===== config.mk =====
export PLATFORM = sky130hd
export DESIGN_NAME = regfile_sb
export DESIGN_NICKNAME = d
export VERILOG_FILES = /design/src/rtl/regfile_sb.sv
export SDC_FILE = /design/constraint.sdc
export NUM_CORES = 2
export LEC_CHECK = 0
export CORE_ASPECT_RATIO = 0.9
export CORE_MARGIN = 1
export CORE_UTILIZATION = 50
export CTS_CLUSTER_SIZE = 24
export DETAILED_ROUTE_END_ITERATION = 12
export PLACE_DENSITY = 0.69
export SYNTH_ARGS = -nofsm -noshare
export SYNTH_HDL_FRONTEND = slang
export SYNTH_SLANG_ARGS = --single-unit

===== constraint.sdc =====
create_clock -name clk -period 3.1 [get_ports clk]
set_input_delay 0.31 -clock clk [delete_from_list [all_inputs] [get_ports clk]]
set_output_delay 0.31 -clock clk [all_outputs]
set_load 0.005 [all_outputs]

===== src/rtl/regfile_sb.sv =====
// regfile_sb -- general-purpose register file with an integrated
// pending-write scoreboard.
//
// Decode marks a destination register pending at issue (iss_en/iss_addr);
// writeback (we/wa/wd) stores the result and clears the pending mark.
// Hazard logic reads per-port busy flags and the number of pending entries.
//
// Parameters:
//   DATA_W   register width in bits
//   ADDR_W   address width, depth = 2**ADDR_W
//   BYPASS   1 = same-cycle write data forwarded to the read ports
//   ZERO_REG 1 = register 0 reads as zero and ignores writes and issues
//
// Ports:
//   clk, rst             clock, synchronous active-high reset
//   ra1/ra2 -> rd1/rd2   combinational read ports
//   busy1/busy2          entry at ra1/ra2 has a pending write
//   we, wa, wd           synchronous write port (writeback)
//   iss_en, iss_addr     issue strobe, marks iss_addr pending
//   pend_cnt             number of entries currently pending (0..DEPTH)

module regfile_sb #(
    parameter int DATA_W   = 32,
    parameter int ADDR_W   = 5,
    parameter bit BYPASS   = 1'b1,
    parameter bit ZERO_REG = 1'b1
) (
    input  logic              clk,
    input  logic              rst,
    input  logic [ADDR_W-1:0] ra1,
    input  logic [ADDR_W-1:0] ra2,
    output logic [DATA_W-1:0] rd1,
    output logic [DATA_W-1:0] rd2,
    output logic              busy1,
    output logic              busy2,
    input  logic              we,
    input  logic [ADDR_W-1:0] wa,
    input  logic [DATA_W-1:0] wd,
    input  logic              iss_en,
    input  logic [ADDR_W-1:0] iss_addr,
    output logic [ADDR_W:0]   pend_cnt
);

    localparam int DEPTH = 1 << ADDR_W;

    logic [DATA_W-1:0] mem [DEPTH];
    logic [DEPTH-1:0]  pend;
    logic [DEPTH-1:0]  pend_nxt;
    logic [ADDR_W:0]   cnt;
    logic [ADDR_W:0]   cnt_nxt;

    logic wr_ok;
    logic iss_ok;
    logic cnt_inc;
    logic cnt_dec;

    // Writes and issues aimed at the hard-wired zero register are dropped.
    assign wr_ok  = we     && !(ZERO_REG && (wa == '0));
    assign iss_ok = iss_en && !(ZERO_REG && (iss_addr == '0));

    // The counter moves only on real bit transitions: re-issuing a pending
    // entry, writing a non-pending entry, or issue+write to the same entry
    // (issue wins, the bit stays set) leave it unchanged.
    assign cnt_inc = iss_ok && !pend[iss_addr];
    assign cnt_dec = wr_ok && pend[wa] && !(iss_ok && (iss_addr == wa));

    // NOTE: every variable written in an always_comb gets a default first,
    // so no path can leave it unassigned and infer a latch.
    always_comb begin
        pend_nxt = pend;
        if (wr_ok)
            pend_nxt[wa] = 1'b0;
        // Applied after the clear so a same-cycle issue to wa keeps it pending.
        if (iss_ok)
            pend_nxt[iss_addr] = 1'b1;
    end

    always_comb begin
        cnt_nxt = cnt;
        unique case ({cnt_inc, cnt_dec})
            2'b10:   cnt_nxt = cnt + 1'b1;
            2'b01:   cnt_nxt = cnt - 1'b1;
            default: cnt_nxt = cnt;
        endcase
    end

    // NOTE: sequential state uses non-blocking assignments so every flop
    // samples the pre-edge values regardless of statement order.
    always_ff @(posedge clk) begin
        if (rst) begin
            // NOTE: the array itself is reset (it is flops, not a RAM macro),
            // because the cycle after reset must read all-zero.
            for (int i = 0; i < DEPTH; i++)
                mem[i] <= '0;
            pend <= '0;
            cnt  <= '0;
        end else begin
            if (wr_ok)
                mem[wa] <= wd;
            pend <= pend_nxt;
            cnt  <= cnt_nxt;
        end
    end

    assign pend_cnt = cnt;

    // Both read ports share one piece of logic, indexed by port number.
    logic [1:0][ADDR_W-1:0] ra;
    logic [1:0][DATA_W-1:0] rd;
    logic [1:0]             busy;

    assign ra = {ra2, ra1};

    always_comb begin
        rd   = '0;
        busy = '0;
        for (int p = 0; p < 2; p++) begin
            rd[p]   = mem[ra[p]];
            busy[p] = pend[ra[p]];
            // An in-flight write satisfies the read this cycle; a same-cycle
            // issue to the same entry shows up as busy only from next cycle.
            if (BYPASS && wr_ok && (wa == ra[p])) begin
                rd[p]   = wd;
                busy[p] = 1'b0;
            end
            if (ZERO_REG && (ra[p] == '0)) begin
                rd[p]   = '0;
                busy[p] = 1'b0;
            end
        end
    end

    assign rd1   = rd[0];
    assign rd2   = rd[1];
    assign busy1 = busy[0];
    assign busy2 = busy[1];

endmodule

==> qor_table.md <==
| Quantity | This run |
|:---|:---|
| Leakage power | 0.0256 µW |
| Worst path max stage delay | 610 ps |
| Number of buffers added by the clock tree synthesis step | 108 |
| Synth Cell Area | 58400 µm² |
| Arrival time reported for the critical path endpoint | 2820 ps |
| Clock Skew | 5.30 ps |
| Switching portion of total power | 26.4% |
| RSZ-0062 raised after global routing | true |
| Total number of H-tree levels | 3 |
| Antenna violations before repair | 22 |
| Residual DRC count | 0 |
| Max-slew violation count | 0 |
| Sequential group share of total power | 47.7% |
| Final Hold Vio Count | 0 |
| Logic pwr share | 15.8% |
| Average wire length per cell after detail routing | 35.8 µm |
| Peak supply drop | 0.443 mV |
| Number of nets in the layout | 4686 |
| Period utilization | 101% |
| Normalized max-slew margin | 33.0% |
| Gate count of the mapped netlist | 4198 |
| Most frequent cells after synthesis | 1024 x sky130_fd_sc_hd__edfxtp_1, 968 x sky130_fd_sc_hd__and2_1, 424 x sky130_fd_sc_hd__mux4_2 |
| Number of global-route vias before repair | 41.4k |
| Final ANT Viol Nets | 0 |
| Die area | 118000 µm² |
| Placed wire-length estimate after detailed placement | 146000 µm |
| CP bufs+invs | 2 |
| Clock share of power | 36.5% |
| Yosys warning total | 0 |
| Number of placed I/O pins | 128 |
| Dominant cells by area after synthesis | sky130_fd_sc_hd__edfxtp_1 53%, sky130_fd_sc_hd__mux4_2 16%, sky130_fd_sc_hd__and2_1 10% |
| Tightest Hold Check Type | in -> reg |
| Remaining global-route overflow | 0 |
| Cell with the most instances on the worst path | sky130_fd_sc_hd__mux4_2 |
| Initial core utilization | 50.6% |
| First-iteration detailed-routing DRC count | 7384 |
| Failing checks | setup timing |
| Category of the most critical setup path | reg -> out |
| Cell type group with the largest total delay on the critical path | multiplexers |
| Global-route total usage across every layer | 37.7% |
| Latest clock arrival within the worst-skew pair | 700 ps |
| Width of the chip | 362 µm |
| Critical Path Sink Type | primary output |
| Die Height | 326 µm |
| Worst slew pin tran | 1000 ps |
| Per-cell via count in the routed design | 6.86 |
| Via total after detailed routing | 43.0k |
| Internal power contribution | 26100 µW |
| Count of flip-flops with a built-in enable after synthesis | 1024 |
| Result of the run | finished with violations |
| Maximum fanout count along the critical path | 2 |
| Final weighted congestion of routability-driven global placement | 0.957 |
| Critical Path Slowest Stage Cell | sky130_fd_sc_hd__mux4_2 |
| First-pass GRT wire length | 312000 µm |
| CTS Sinks | 1062 |
| Core Footprint | 115000 µm² |
| Final non-filler cell total | 6275 |
| Ys flop type | sky130_fd_sc_hd__edfxtp_1 |
| Number of placement rows | 118 |
| Net load switching power | 9360 µW |
| Critical path required time | 2790 ps |
| Number of distinct library cell variants in the gate-level netlist after synthesis | 68 |
| Layout cell share with drive strength beyond 1 | 29.7% |
| Cells along the critical path | mux4_2 -> mux4_2 -> a32oi_2 -> buf_4 -> o21ai_2 -> buf_2 |
| Post-Place Setup Slack | -729 ps |
| Reg2reg setup slack | 120 ps |
| Total power divided by cell area | 504 nW/µm² |
| Avg Synthesized Cell Area | 13.9 µm² |
| Critical path launch point type | flop |
| Root buf cell | sky130_fd_sc_hd__clkbuf_16 |
| Largest area contributor in the synthesized netlist | sky130_fd_sc_hd__edfxtp_1 |
| Minimum clock period | 3130 ps |
| FF+latch count, synth | 1062 |
| 1st-pass router iterations | 6 |
| Proportion of synthesized chip area in sequential cells | 53.9% |
| Cells after DPL | 6038 |
| Clock edge transition at the registers on the reported setup and hold paths | 70 ps |
| Buffer levels on the longest clock path | 3 |
| Cell with the most instances after synthesis | sky130_fd_sc_hd__edfxtp_1 |
| Async set-or-reset flop fraction in the synthesized netlist | 0% |
| Post-Route WL | 224000 µm |
| PortBufs | 127 |
| Setup WS post-layout | -34.6 ps |
| Maximum number of pins on one net before global-route repair | 46 |
| Share of the synthesized area in the top cell type | 52.6% |
| Setup violators final | 2 |
| Fmax | 0.319 GHz |
| CTS tree | built |
| Area Growth Syn to Fin | 20.6% |
| Maxcap violations | 0 |
==> layout by cell type (no fill, tap or decap), types with 21 or more instances in the layout <==
cell	n
sky130_fd_sc_hd__dfxtp_1	36
sky130_fd_sc_hd__dlygate4sd2_1	35
sky130_fd_sc_hd__clkbuf_16	112
sky130_fd_sc_hd__conb_1	32
sky130_fd_sc_hd__o221ai_1	34
sky130_fd_sc_hd__edfxtp_1	1024
sky130_fd_sc_hd__a21oi_1	48
sky130_fd_sc_hd__o21ai_0	24
sky130_fd_sc_hd__a21o_2	26
sky130_fd_sc_hd__clkinv_1	35
sky130_fd_sc_hd__clkdlybuf4s50_1	49
sky130_fd_sc_hd__mux4_2	424
sky130_fd_sc_hd__buf_12	151
sky130_fd_sc_hd__mux2i_1	290
sky130_fd_sc_hd__nand3_1	58
sky130_fd_sc_hd__a22oi_1	47
sky130_fd_sc_hd__clkbuf_1	24
sky130_fd_sc_hd__mux2_2	55
sky130_fd_sc_hd__nor2_1	37
sky130_fd_sc_hd__inv_1	31
sky130_fd_sc_hd__nor3_1	35
sky130_fd_sc_hd__buf_4	428
sky130_fd_sc_hd__nand2_1	149
sky130_fd_sc_hd__a221o_1	21
sky130_fd_sc_hd__nor2_4	32
sky130_fd_sc_hd__and2_1	967
sky130_fd_sc_hd__o22ai_1	92
==> power by group through the flow <==
stage | Sequential, µW | Combinational [µW] | Clock, µW
6_report | 16900 | 5600 | 13000
5_1_grt | 17000 | 5700 | 13500
4_1_cts | 16900 | 5390 | 13000
3_5_place_dp | 17200 | 5340 | 0
3_3_place_gp | 17200 | 5320 | 0
2_1_floorplan | 17100 | 2770 | 0
==> state kept, by name (all words and copies together) (netlist names) <==
signal,cells
mem,1024
pend,32
pend_cnt,6
==> logic make-up after synthesis <==
kind of cell / count (synthesis) / synth area share, %
adder cells (fa/ha/maj): 6 / 0.141
multiplexers: 783 / 22.6
AO/OA/AOI/OAI: 437 / 5.29
XOR/XNOR: 19 / 0.285
buffers and inverters: 482 / 3.68
flip-flops: 1062 / 53.9
other: 1 / 0.00642
AND/OR/NAND/NOR: 1408 / 14.0
==> area by class of cell <==
| type | instances | area [µm²] |
|---|---|---|
| multi-input cells | 2685 | 25600 |
| diodes | 6 | 15.0 |
| well taps | 1560 | 1950 |
| fillers | 8753 | 45000 |
| clock inverters | 61 | 546 |
| flip-flops and latches | 1062 | 31500 |
| repair buffers | 725 | 7790 |
| clock buffers | 134 | 2840 |
| inverters | 42 | 171 |
==> routing by layer <==
layer	routed length, µm	vias up	GRT usage, %
li1	-	16900	-
met1	78700	21500	51.4
met2	94500	3923	53.7
met3	38300	752	14.0
met4	12600	22	17.4
met5	241	-	0.680
==> worst reg2reg max path, cell delays in order (launching register included) <==
cell                       delay, ps
sky130_fd_sc_hd__dfxtp_1         370
sky130_fd_sc_hd__mux4_2          510
sky130_fd_sc_hd__a221oi_1        300
sky130_fd_sc_hd__a31oi_1          70
sky130_fd_sc_hd__or3_4           350
sky130_fd_sc_hd__ha_4            210
sky130_fd_sc_hd__ha_4            270
sky130_fd_sc_hd__a21o_1          110
sky130_fd_sc_hd__a21oi_2          80
sky130_fd_sc_hd__nand4b_1        190
sky130_fd_sc_hd__and4_1          210
sky130_fd_sc_hd__o21ba_2         200
==> final timing paths <==
kind                      end         from  depth (start not counted)
setup reg to reg  pend_cnt[5]     pend[11]                         11
hold / removal     mem[23][8]        wd[8]                          2
hold reg to reg   pend_cnt[2]  pend_cnt[2]                          2
setup / recovery      rd1[12]   mem[5][12]                          6
==> per-stage QoR <==
stage / utilization (%) / cell area (µm²) / total power [µW] / hold slack, ps / TNS (ps)
3_3_place_gp: 57.4 / 66300 / 22500 / 531 / -20310
3_5_place_dp: 57.4 / 66300 / 22500 / 538 / -23430
4_1_cts: 60.8 / 70100 / 35300 / 334 / -74.4
5_1_grt: 61.0 / 70400 / 36200 / 383 / -222
6_report: 61.0 / 70500 / 35500 / 358 / -41.2
2_1_floorplan: - / 58600 / 19800 / 472 / 0
==> repair_timing <==
action | CTS | global route
cloned | 2 | 2
endpoints found under the setup margin | 66 | 46
hold endpoints to repair | 2 | 0
pin swaps | 41 | 30
buffers inserted | 19 | 13
resized for setup | 171 | 52
hold buffers | 1 | 0
Power figures use the tool's default switching activity.
